===== src/rtl/rgmii_phy_end.sv =====
// PHY-side RGMII end: GMII rx byte -> RGMII SDR ODDR words, RGMII IDDR words -> GMII tx byte, 10/100/1000.
// Latency: 1 cycle at 1000M; at 10/100M rx ready every 2N cycles, tx byte one cycle after the high-nibble falling edge.
// Backpressure: phy_gmii_rx_ready paces the PHY core; no tx backpressure. `RGMII_PHY_INBAND_STATUS_EN adds in-band status on idle rxd.
module rgmii_phy_end #(
   parameter int CNT_10M  = 50,
   parameter int CNT_100M = 5
) (
   input  logic       clk,
   input  logic       rst,
   input  logic [1:0] speed,
   input  logic [7:0] phy_gmii_rxd,
   input  logic       phy_gmii_rx_dv,
   input  logic       phy_gmii_rx_er,
   output logic       phy_gmii_rx_ready,
   output logic       rgmii_rx_clk_1,
   output logic       rgmii_rx_clk_2,
   output logic [3:0] rgmii_rxd_1,
   output logic [3:0] rgmii_rxd_2,
   output logic       rgmii_rx_ctl_1,
   output logic       rgmii_rx_ctl_2,
   input  logic       rgmii_tx_clk_s,
   input  logic [3:0] rgmii_txd_1,
   input  logic [3:0] rgmii_txd_2,
   input  logic       rgmii_tx_ctl_1,
   input  logic       rgmii_tx_ctl_2,
   output logic [7:0] phy_gmii_txd,
   output logic       phy_gmii_tx_en,
   output logic       phy_gmii_tx_er,
   output logic       phy_gmii_tx_valid,
   output logic       tx_odd_nibble,
   input  logic       link_up,
   input  logic [1:0] link_speed,
   input  logic       full_duplex
);

   localparam int CMAX = (CNT_10M > CNT_100M) ? CNT_10M : CNT_100M;
   localparam int CW   = $clog2(CMAX);
   localparam logic [CW-1:0] LAST_10  = CW'(CNT_10M - 1);
   localparam logic [CW-1:0] LAST_100 = CW'(CNT_100M - 1);
   // odd periods give the extra cycle to the low half of the rx clock
   localparam logic [CW-1:0] HALF_10  = CW'((CNT_10M + 1) / 2);
   localparam logic [CW-1:0] HALF_100 = CW'((CNT_100M + 1) / 2);

   typedef enum logic [1:0] {TX_IDLE, TX_LO, TX_BYTE} tx_state_t;

   logic [1:0]    speed_q;
   logic          gig, spd_chg;
   logic [CW-1:0] cnt, cnt_nxt, last, half;
   logic          wrap, fetch, clk_hi, rx_hi_phase, rx_phase_nxt;
   logic [3:0]    rx_hi_nib, status_nib, lo_nib_nxt, hi_nib_nxt;
   logic          rx_dv_q, rx_er_q, dv_nxt, er_nxt, rx_idle;

`ifdef RGMII_PHY_INBAND_STATUS_EN
   assign status_nib = {full_duplex, link_speed, link_up};
`else
   logic unused_status;
   assign unused_status = ^{full_duplex, link_speed, link_up};
   assign status_nib    = 4'h0;
`endif

   assign gig     = speed[1];
   assign spd_chg = (speed != speed_q);
   assign rx_idle = !phy_gmii_rx_dv && !phy_gmii_rx_er;

   always_comb begin
      last         = speed[0] ? LAST_100 : LAST_10;
      half         = speed[0] ? HALF_100 : HALF_10;
      wrap         = (cnt == last);
      cnt_nxt      = wrap ? '0 : cnt + 1'b1;
      clk_hi       = (cnt_nxt >= half);
      fetch        = wrap && rx_hi_phase;
      rx_phase_nxt = wrap ? !rx_hi_phase : rx_hi_phase;
      dv_nxt       = fetch ? phy_gmii_rx_dv : rx_dv_q;
      er_nxt       = fetch ? phy_gmii_rx_er : rx_er_q;
      lo_nib_nxt   = rx_idle ? status_nib : phy_gmii_rxd[3:0];
      hi_nib_nxt   = rx_idle ? status_nib : phy_gmii_rxd[7:4];
   end

   always_ff @(posedge clk) begin
      if (rst || spd_chg) begin
         speed_q           <= speed;
         cnt               <= '0;
         rx_hi_phase       <= 1'b1;
         rx_hi_nib         <= 4'h0;
         rx_dv_q           <= 1'b0;
         rx_er_q           <= 1'b0;
         phy_gmii_rx_ready <= 1'b0;
         rgmii_rx_clk_1    <= 1'b1;
         rgmii_rx_clk_2    <= 1'b0;
         rgmii_rxd_1       <= 4'h0;
         rgmii_rxd_2       <= 4'h0;
         rgmii_rx_ctl_1    <= 1'b0;
         rgmii_rx_ctl_2    <= 1'b0;
      end else if (gig) begin
         cnt               <= '0;
         rx_hi_phase       <= 1'b1;
         phy_gmii_rx_ready <= 1'b1;
         rgmii_rx_clk_1    <= 1'b1;
         rgmii_rx_clk_2    <= 1'b0;
         rgmii_rxd_1       <= lo_nib_nxt;
         rgmii_rxd_2       <= hi_nib_nxt;
         rgmii_rx_ctl_1    <= phy_gmii_rx_dv;
         rgmii_rx_ctl_2    <= phy_gmii_rx_dv ^ phy_gmii_rx_er;
      end else begin
         cnt               <= cnt_nxt;
         rx_hi_phase       <= rx_phase_nxt;
         phy_gmii_rx_ready <= (cnt_nxt == last) && rx_phase_nxt;
         rgmii_rx_clk_1    <= clk_hi;
         rgmii_rx_clk_2    <= clk_hi;
         rgmii_rx_ctl_1    <= clk_hi ? (dv_nxt ^ er_nxt) : dv_nxt;
         rgmii_rx_ctl_2    <= clk_hi ? (dv_nxt ^ er_nxt) : dv_nxt;
         if (fetch) begin
            rx_hi_nib   <= hi_nib_nxt;
            rx_dv_q     <= phy_gmii_rx_dv;
            rx_er_q     <= phy_gmii_rx_er;
            rgmii_rxd_1 <= lo_nib_nxt;
            rgmii_rxd_2 <= lo_nib_nxt;
         end else if (wrap) begin
            rgmii_rxd_1 <= rx_hi_nib;
            rgmii_rxd_2 <= rx_hi_nib;
         end
      end
   end

   // TX: TX_LO holds a low nibble awaiting its high half, TX_BYTE a full byte awaiting the falling edge
   tx_state_t  tx_state, tx_state_nxt;
   logic       tx_clk_q, rise, fall, tx_en_q, emit, odd;
   logic [3:0] tx_lo, tx_hi;

   assign rise = rgmii_tx_clk_s && !tx_clk_q;
   assign fall = !rgmii_tx_clk_s && tx_clk_q;

   always_ff @(posedge clk) begin
      if (rst || spd_chg || gig) tx_state <= TX_IDLE;
      else                       tx_state <= tx_state_nxt;
   end

   always_comb begin
      tx_state_nxt = tx_state;
      case (tx_state)
         TX_IDLE: if (rise && rgmii_tx_ctl_1) tx_state_nxt = TX_LO;
         TX_LO:   if (rise) tx_state_nxt = rgmii_tx_ctl_1 ? TX_BYTE : TX_IDLE;
         TX_BYTE: if (fall) tx_state_nxt = TX_IDLE;
         default: tx_state_nxt = TX_IDLE;
      endcase
   end

   always_comb begin
      emit = (tx_state == TX_BYTE) && fall;
      odd  = (tx_state == TX_LO) && rise && !rgmii_tx_ctl_1;
   end

   always_ff @(posedge clk) begin
      if (rst) begin
         tx_clk_q          <= 1'b0;
         tx_en_q           <= 1'b0;
         tx_lo             <= 4'h0;
         tx_hi             <= 4'h0;
         phy_gmii_txd      <= 8'h00;
         phy_gmii_tx_en    <= 1'b0;
         phy_gmii_tx_er    <= 1'b0;
         phy_gmii_tx_valid <= 1'b0;
         tx_odd_nibble     <= 1'b0;
      end else begin
         tx_clk_q <= rgmii_tx_clk_s;
         if (spd_chg) begin
            tx_en_q           <= 1'b0;
            phy_gmii_tx_en    <= 1'b0;
            phy_gmii_tx_er    <= 1'b0;
            phy_gmii_tx_valid <= 1'b0;
            tx_odd_nibble     <= 1'b0;
         end else if (gig) begin
            phy_gmii_txd      <= {rgmii_txd_2, rgmii_txd_1};
            phy_gmii_tx_en    <= rgmii_tx_ctl_1;
            phy_gmii_tx_er    <= rgmii_tx_ctl_1 ^ rgmii_tx_ctl_2;
            phy_gmii_tx_valid <= 1'b1;
            tx_odd_nibble     <= 1'b0;
         end else begin
            phy_gmii_tx_valid <= emit;
            tx_odd_nibble     <= odd;
            if (rise) begin
               tx_en_q <= rgmii_tx_ctl_1;
               if (tx_state == TX_IDLE) tx_lo <= rgmii_txd_1;
               if (tx_state == TX_LO)   tx_hi <= rgmii_txd_1;
               if (!rgmii_tx_ctl_1) begin
                  phy_gmii_tx_en <= 1'b0;
                  phy_gmii_tx_er <= 1'b0;
               end
            end
            if (emit) begin
               phy_gmii_txd   <= {tx_hi, tx_lo};
               phy_gmii_tx_en <= 1'b1;
               phy_gmii_tx_er <= tx_en_q ^ rgmii_tx_ctl_1;
            end
         end
      end
   end

endmodule


===== config.mk =====
export PLATFORM = sky130hd
export DESIGN_NAME = rgmii_phy_end
export DESIGN_NICKNAME = d
export VERILOG_FILES = /design/src/rtl/rgmii_phy_end.sv
export SDC_FILE = /design/constraint.sdc
export NUM_CORES = 1
export LEC_CHECK = 0
export BUFFER_PORTS_ARGS = -buffer_cell sky130_fd_sc_hd__buf_2
export CAP_MARGIN = 0
export CORE_MARGIN = 1
export CORE_UTILIZATION = 53
export DETAILED_ROUTE_END_ITERATION = 16
export PLACE_DENSITY = 0.84
export SETUP_SLACK_MARGIN = 0.1
export SLEW_MARGIN = 20
export SYNTH_ARGS = -nofsm -noshare
export SYNTH_HDL_FRONTEND = slang
export SYNTH_SLANG_ARGS = --single-unit

===== constraint.sdc =====
create_clock -name clk -period 4.25 [get_ports clk]
set_input_delay 0.6375 -clock clk [delete_from_list [all_inputs] [get_ports clk]]
set_output_delay 0.6375 -clock clk [all_outputs]
set_load 0.01 [all_outputs]

==> flow_summary.toml <==
[clocking]
cts-resized-gates = 0
cts_root_buf = "clkbuf_8"
post_cts_buffers = 0
htree_levels = 2
numCtsBuffers = 5
clkTransAtPathRegs_ps = 90
clock_sinks = 52
hold_buffers = 0
clkLatencyLatePin_ps = 300
tritoncts = "yes"
clockBufferDepth = 2

[critical_path]
cp.required_ps = 4420
critPathLaunchType = "input pin"
reg2reg_to = "rx_hi_nib[2]$_SDFFE_PP0P_"
crit_arrival_ps = 3150
reg2regPathDepth = 7
crit_fanout = 9
critPathKind = "input pin to register"
endpoint_kind = "register"
critPathLaunch = "speed[0]"
r2r_start = "cnt[2]$_SDFF_PP0_"
ff2ff_setup_slack_ps = 1300

[sta]
setup_tns_ps = 0
worst_slew_pin_slew_ps = 1002
relSlewSlack_pct = 32.56
rsz0062_at_grt = "false"
finalCritPeriodShare_pct = 70.06
max_freq_ghz = 0.3359
drv_slew = 0
timing.final.ws_setup_ps = 1273
post-route-min-period_ps = 2977
finalHoldViolCount = 0
skew_ps = 8.135
setup_violations = 0

[flow_run]
cap_viol_max_count = 0

[run_status]
status = "finished, final reports clean"

[pwr]
p_seq_share_pct = 56.9
leakage_nw = 1.193
combinationalPowerShare_pct = 11.6
ir_worst_vdd_uv = 229.3
internal-power_mw = 0.6816
switching_share_pct = 24.64
total_power_mw = 0.9045
p_switching_mw = 0.2229
pwr_density_cell_nw_per_um2 = 324.5
power_frac_clock_pct = 31.6

[yosys]
async_flop_share_pct = 0
synth.avg_cell_area_um2 = 9.320
netlist_area_um2 = 2451
syn_nets = 298
ys_warn_count = 0
ys_types = 47
synth_flop_cell = "dfxtp_1"
synth-seq-cells = 52
yosysSeqAreaShare_pct = 43.29
synth_edf_count = 2
synthCells = 263

[global_route]
grt_pass1_wl_um = 8452
overflow = 0
grt_max_degree = 31
antenna_found_initial = 0
grt_usage_pct = 21.49
grt_pass1_vias = 1874

[die]
num_rows = 24
die_w_um = 70.01
pin_count = 54
initial_core_util_pct = 55.53
die_area_um2 = 4901
chipHeight_um = 70.01
coreArea_um2 = 4414

[drt]
wire_per_inst_um = 13.82
via_per_inst = 5.585
vias = 2005
drt_pass1_iterations = 4
drcViolationCount = 0
ant_nets = 0
routed_wl_um = 4961
dr.first_iter.drc_count = 75

[cells_and_area]
nets = 341
layout_common_cells = "50 x dfxtp_1, 49 x buf_2, 45 x nor2_1"
area_growth_pct = 13.73
final_cell_area_um2 = 2788
final_common_cell = "dfxtp_1"
drive_gt1_share_pct = 19.87
stdcell_count = 359
diodes = 0

[placed_design]
place_congestion = 0.8294
dp_cells = 351
hpwl_um = 3546
placed_area_um2 = 2698
port_buffers = 49
pre_cts_slack_ps = 1020

[hold_path]
min_path_type = "register to register"
holdPathEnd = "tx_state[0]$_SDFFE_PP0P_"
hold_depth = 1
hp-start = "tx_state[1]$_SDFFE_PP0P_"
==> worst max-delay path, cell delays in order <==
cell      delay (ps)
buf_2            180
and4bb_2         260
nand2_1          120
o21ai_2          420
ha_1             520
nor2b_1          690
mux2i_1          260
nor2_1            50
==> synthesized netlist by cell type (all sizes together), types with 2 or more instances <==
master	instances	area share (%)
inv	7	1.1
nand2	14	2.1
dfxtp	50	41
nand3	7	1.4
nand2b	4	1.0
xor2	3	1.1
clkbuf	6	0.92
nor3	5	1.0
mux2i	36	15
nor2b	11	2.8
o211ai	2	0.61
nor3b	6	2.0
and3	2	0.51
a211oi	13	4.0
a21o	2	0.61
nor4	3	0.77
o21a	2	0.61
xnor2	2	0.71
nand3b	2	0.61
ha	6	3.1
or4	2	0.61
o21ai	4	0.97
buf	7	1.7
edfxtp	2	2.5
a21oi	3	0.61
o221ai	2	0.71
nor2	45	6.9
==> power groups by stage <==
| stage | Sequential, mW | Clock [mW] | Combinational, mW |
|---|---|---|---|
| floorplan | 0.530 | 0 | 0.0645 |
| global placement | 0.525 | 0 | 0.102 |
| detailed placement | 0.526 | 0 | 0.105 |
| CTS | 0.514 | 0.294 | 0.105 |
| global route | 0.517 | 0.312 | 0.118 |
| finish | 0.514 | 0.285 | 0.105 |
==> sequential cells by signal (all words and copies together), names as in the netlist, 2 cells and up <==
signal and cells:
tx_lo 4, phy_gmii_txd 8, cnt 6, tx_hi 4
rx_hi_nib 4, rgmii_rxd_2 4, tx_state 2, speed_q 2
rgmii_rxd_1 4
==> per-stage QoR <==
stage                     util [%]  hold WS, ps
after floorplan                  -        430.3
after detailed placement     61.11        464.1
after CTS                    63.15        476.6
after global routing         63.15        508.1
final                        63.15        472.9
after global placement       61.11        453.4
==> worst max-delay path by stage <==
stage,end,cells after the start
6_report,rx_hi_nib[2]$_SDFFE_PP0P_,8
3_3_place_gp,rx_hi_nib[2]$_SDFFE_PP0P_,8
4_1_cts,rx_hi_nib[2]$_SDFFE_PP0P_,8
2_1_floorplan,rgmii_rx_ctl_1$_SDFF_PP0_,9
5_1_grt,rgmii_rxd_2[0]$_SDFFE_PP0P_,9
3_5_place_dp,rx_hi_nib[2]$_SDFFE_PP0P_,8
==> cell families (layout without fill, tap and decap cells) <==
group                    Yosys count  after routing  synth area share (%)
AO/OA/AOI/OAI                     36             36                 11.13
XOR/XNOR                           5              5                 1.787
adder cells (fa/ha/maj)            6              6                 3.063
buffers and inverters             20             64                 3.675
flip-flops                        52             52                 43.29
multiplexers                      37             37                 15.16
AND/OR/NAND/NOR                  107            107                 21.90
==> layer usage <==
metal | GRT usage, % | part of all wire, % | up-vias
li1 | - | - | 1018
met1 | 27.63 | 47 | 940
met2 | 35.36 | 48 | 38
met3 | 5.051 | 3.4 | 9
met4 | 7.333 | 1.5 | 0
met5 | 0 | 0 | -
==> layout make-up <==
class / count / area [µm²]
clock buffer: 8 / 90.09
fill: 367 / 1627
inverter: 7 / 26.28
sequential: 52 / 1061
multi-input combinational: 191 / 1300
timing repair buffer: 49 / 245.2
tap: 52 / 65.06
(Power assumes the default switching activity.)
